===== src/rtl/seg7_byte_decoder_pkg.sv =====
// seg7_pkg: glyph table, blank code, per-digit decode function and FSM states for the segment readback path
package seg7_pkg;
   localparam logic [6:0] SEG_BLANK = 7'h7F;
   localparam logic [6:0] GLYPH [16] = '{
      7'h7E, 7'h30, 7'h6D, 7'h79, 7'h33, 7'h5B, 7'h5F, 7'h70,
      7'h7F, 7'h7B, 7'h77, 7'h1F, 7'h4E, 7'h3D, 7'h4F, 7'h47
   };
   typedef enum logic [1:0] {SETTLE, CHECK, ARMED} state_t;
   function automatic logic [4:0] seg7_decode(input logic [6:0] seg_n);
      logic [4:0] r;
      r = 5'd0;
      for (int i = 0; i < 16; i++)
         if (~seg_n == GLYPH[i]) r = {1'b1, 4'(i)};
      return r;
   endfunction
endpackage


===== src/rtl/seg7_digit_decode.sv =====
// seg7_digit_decode: active-low 7-segment digit to {legal, nibble}
module seg7_digit_decode
   import seg7_pkg::*;
(
   input  logic [6:0] seg_n,
   output logic       legal,
   output logic [3:0] nibble
);
   assign {legal, nibble} = seg7_decode(seg_n);
endmodule


===== src/rtl/seg7_byte_decoder.sv =====
// seg7_byte_decoder: synchronizes a two-digit segment pair, waits for stability, decodes it to a byte on valid/ready
module seg7_byte_decoder
   import seg7_pkg::*;
#(
   parameter int SYNC_STAGES   = 2,
   parameter int STABLE_CYCLES = 16,
   parameter int EMIT_REPEATS  = 0
) (
   input  logic       clk,
   input  logic       rst_n,
   input  logic [6:0] seg_lo,
   input  logic [6:0] seg_hi,
   input  logic       out_ready,
   input  logic       clear_ovf,
   output logic [7:0] byte_out,
   output logic       out_valid,
   output logic       bad_pattern,
   output logic       overflow
);
   localparam int CW = $clog2(STABLE_CYCLES + 1);
   localparam logic [CW-1:0] CMAX = CW'(STABLE_CYCLES);
   logic [13:0] sync [SYNC_STAGES];
   logic [13:0] s, s_prev, last;
   logic [CW-1:0] cnt;
   logic [3:0] nib_hi, nib_lo;
   logic ok_hi, ok_lo, last_vld, fired, changed, stable;
   logic load, drop, bad, rec;
   state_t state, nxt;
   assign s = sync[SYNC_STAGES-1];
   assign changed = s != s_prev;
   // fired remembers saturation so the stable event is a single-cycle pulse
   assign stable = cnt == CMAX && !fired;
   seg7_digit_decode u_hi (.seg_n(s[13:7]), .legal(ok_hi), .nibble(nib_hi));
   seg7_digit_decode u_lo (.seg_n(s[6:0]), .legal(ok_lo), .nibble(nib_lo));
   always_ff @(posedge clk or negedge rst_n) begin
      if (!rst_n) begin
         for (int i = 0; i < SYNC_STAGES; i++) sync[i] <= {SEG_BLANK, SEG_BLANK};
         s_prev <= {SEG_BLANK, SEG_BLANK};
         cnt    <= '0;
         fired  <= 1'b0;
      end else begin
         sync[0] <= {seg_hi, seg_lo};
         for (int i = 1; i < SYNC_STAGES; i++) sync[i] <= sync[i-1];
         s_prev <= s;
         cnt    <= changed ? '0 : (cnt == CMAX ? cnt : cnt + 1'b1);
         fired  <= cnt == CMAX;
      end
   end
   always_ff @(posedge clk or negedge rst_n) begin
      if (!rst_n) state <= SETTLE;
      else        state <= nxt;
   end
   always_comb begin
      nxt  = state;
      load = 1'b0;
      drop = 1'b0;
      bad  = 1'b0;
      rec  = 1'b0;
      case (state)
         SETTLE: nxt = stable ? CHECK : SETTLE;
         CHECK: begin
            nxt = changed ? SETTLE : ARMED;
            if (!(ok_hi && ok_lo)) begin
               bad = 1'b1;
               rec = 1'b1;
            end else if (EMIT_REPEATS != 0 || !last_vld || s != last) begin
               rec  = 1'b1;
               load = !out_valid || out_ready;
               drop = !load;
            end
         end
         ARMED:   nxt = changed ? SETTLE : ARMED;
         default: nxt = SETTLE;
      endcase
   end
   always_ff @(posedge clk or negedge rst_n) begin
      if (!rst_n) begin
         byte_out    <= 8'h00;
         out_valid   <= 1'b0;
         bad_pattern <= 1'b0;
         overflow    <= 1'b0;
         last        <= '0;
         last_vld    <= 1'b0;
      end else begin
         out_valid   <= load || (out_valid && !out_ready);
         bad_pattern <= bad;
         overflow    <= drop || (overflow && !clear_ovf);
         if (load) byte_out <= {nib_hi, nib_lo};
         if (rec) begin
            last     <= s;
            last_vld <= 1'b1;
         end
      end
   end
endmodule


===== config.mk =====
export PLATFORM = sky130hd
export DESIGN_NAME = seg7_byte_decoder
export DESIGN_NICKNAME = d
export VERILOG_FILES = /design/src/rtl/seg7_byte_decoder_pkg.sv /design/src/rtl/seg7_digit_decode.sv /design/src/rtl/seg7_byte_decoder.sv
export SDC_FILE = /design/constraint.sdc
export NUM_CORES = 1
export LEC_CHECK = 0
export BUFFER_PORTS_ARGS = -buffer_cell sky130_fd_sc_hd__buf_4
export CAP_MARGIN = 0
export CORE_ASPECT_RATIO = 0.6
export CORE_MARGIN = 8
export CORE_UTILIZATION = 55
export CTS_CLUSTER_DIAMETER = 60
export CTS_CLUSTER_SIZE = 40
export DETAILED_ROUTE_END_ITERATION = 6
export MAX_ROUTING_LAYER = met4
export PLACE_DENSITY = 0.83
export SETUP_SLACK_MARGIN = 0.5
export SLEW_MARGIN = 10
export SYNTH_ARGS = -nofsm -noshare
export SYNTH_HDL_FRONTEND = slang
export SYNTH_SLANG_ARGS = --single-unit

===== constraint.sdc =====
create_clock -name clk -period 3.5 [get_ports clk]
set_input_delay 0.175 -clock clk [delete_from_list [all_inputs] [get_ports clk]]
set_output_delay 0.175 -clock clk [all_outputs]
set_load 0.005 [all_outputs]

==> out/results.txt <==
DR iter-0 viols = 129
Vias in the first global route = 2305
Status = completed
Clk sinks = 76
Distinct cells, synth = 52
Detailed-route vias per instance = 5.60
Aggregate global-route resource usage = 15.4%
Total Wirelength = 6570 µm
CP startpoint = s[10]
Worst EP required = 3720 ps
ANT nets after route = 0
Area Overhead vs Synth = 16.5%
Syn_nets = 311
Nets = 346
Hold Fails Final Rpt = 0
Asr flop ratio synth = 100%
Critical Path AT = 2900 ps
Yosys warnings = 0
Initial antenna violation count = 0
Min-Delay Path Class = input port to flop
Area of the multi-input gates = 0.00137 mm²
Wire length of the first global-routing pass = 11200 µm
Reg2reg start = s[10]
Slew Viols, Final = 0
H-tree Lvls = 3
Fillers = 462
Synth Flop Type = dfstp_2
Mapped Cells = 288
Crit Path Class = flop to flop
Pre-CTS setup slack = 867 ps
CTS clock-pin slew for the worst setup and hold paths = 70 ps
Gr ovfl total = 0
Syn Area/Cell = 12.1 µm²
Fmax = 0.374 GHz
Inserted Clock Buffers = 9
IO buf count = 28
DIE HEIGHT = 77.7 µm
Worst Tran Pin Value = 982 ps
Largest net degree at the start of global routing = 77
Row count = 22
Most common cell after layout, fill and taps aside = dfstp_2
Crit path max fanout = 16
Synth area leaders = dfstp_2 (32%), dfrtp_1 (24%), xnor2_1 (5.0%)
CTS tree = built
CTS root buf = clkbuf_8
Post-synth top area share = 31.6%
Final WS setup = 826 ps
DP HPWL = 4270 µm
Rel. slew slack = 33.6%
Pre-Repair DR Iteration Count = 4
P_leak = 1.80 nW
Sequential fraction of the synthesis area = 56.0%
Starting density of the core = 57.1%
Antenna fix cells = 0
Die Footprint = 0.00923 mm²
Global placement routability congestion = 0.866
Synth area leader = dfstp_2
Routed wire per std cell = 16.0 µm
Hold path startpoint = clear_ovf
Max cap viols = 0
Core Area = 0.00611 mm²
Via count = 2308
Share of cells above drive strength 1 = 33.2%
Crit. End Element = flop
Pwr Density = 438 mW/mm²
Clock Tree Buf Depth = 2
Worst-Skew Late Latency = 340 ps
Clock Skew = 10.7 ps
Unrepaired setup endpoints after global routing = false
Setup violators final = 0
Seq cells post-synth = 76
# DRC = 0
IO Pins = 29
Post-synth EDFFs = 0
Chip width = 119 µm
Most frequent cells in the layout = dfstp_2 (42), dfrtp_1 (34), buf_4 (28)
Synthesized area = 0.00349 mm²
VDD IR-drop max = 0.317 mV
Final min period = 2670 ps
Setup Buffers After CTS = 0
Ratio of final minimum period to clock period = 76.4%
Setup TNS = 0 ps
Crit path launch type = flop
Register area = 0.00195 mm²
## critical path, stage by stage, from the launching register on
cell and delay, ps:
dfstp_2 730, nor3_1 150, o31ai_1 290, nand3_1 140, or4_4 590, a31o_4 330
mux2_4 320
## cell type report
class	instances	area share, %
clock buffer	12	4.10
sequential	76	48.1
tap	84	2.59
inverter	13	1.20
multi-input combinational	180	33.8
clock inverter	4	1.32
timing repair buffer	43	8.87
## cell usage after synthesis, types with 2 or more instances
master,n
mux2_4,9
or3_1,2
inv_1,13
a22oi_1,2
and3_1,2
buf_6,2
nor3_1,9
clkbuf_1,9
o21ai_0,6
xnor2_1,20
xor2_1,14
a32oi_1,2
nor2_1,19
dfrtp_1,34
buf_4,2
o22ai_1,3
nand3_1,11
mux2_2,10
nand2b_1,5
mux2i_1,5
a21oi_1,5
o31ai_1,2
buf_2,4
nor4_1,5
nand2_1,8
ha_1,5
nor4bb_1,3
nor2b_1,3
dfstp_2,42
nand4_1,10
## flip-flops by register name, indices dropped and copies added (netlist names)
register	count
bad_pattern	1
s	14
out_valid	1
cnt	5
last_vld	1
overflow	1
byte_out	8
sync	14
s_prev	14
state	2
fired	1
last	14
## report_power, final
group | total [mW] | switching (mW) | internal [mW]
registers | 0.969 | 0.0450 | 0.924
logic | 0.104 | 0.0484 | 0.0558
clock network | 0.707 | 0.312 | 0.395
total | 1.78 | 0.405 | 1.37
## metrics by stage
step	utilization (%)	hold WS, ps	power [mW]	std cells	instance area, µm²
after global routing	66.5	1.55	1.86	412	4060
after floorplan	-	-121	1.03	288	3490
after CTS	66.5	3.23	1.80	412	4060
final	66.5	20.0	1.78	412	4060
after detailed placement	60.4	284	1.07	381	3690
after global placement	60.4	283	1.07	381	3690
## layer usage
| metal | global-route usage, % | wire, µm | vias up | part of all wire, % |
|---|---|---|---|---|
| met1 | 19.6 | 2990 | 1151 | 46 |
| met4 | 5.14 | 69 | 0 | 1.0 |
| met3 | 4.70 | 386 | 8 | 5.9 |
| li1 | - | - | 1067 | - |
| met5 | - | 0 | - | 0 |
| met2 | 23.0 | 3120 | 82 | 48 |
## timing repair
| action | in CTS | in global routing |
|---|---|---|
| hold endpoints to repair | 43 | 0 |
| hold buffers | 15 | 0 |
| gates resized for setup | 0 | 0 |
## final timing paths
path	end	slack (ps)	depth (start not counted)
setup / recovery	last[12]	830	6
hold reg to reg	s[5]	360	0
hold / removal	overflow	20	2
min in group asynchronous	cnt[3]	490	2
setup reg to reg	last[12]	830	6
max in group asynchronous	last[4]	2420	2
## kinds of logic after synthesis
group           synth area share (%)
xor+xnor                        8.54
compound gates                  6.28
buf+inv                         4.56
fa+ha+maj                       1.79
flops                           56.0
simple gates                    14.2
mux                             8.54
No activity file was read; power rests on OpenSTA's default activity.
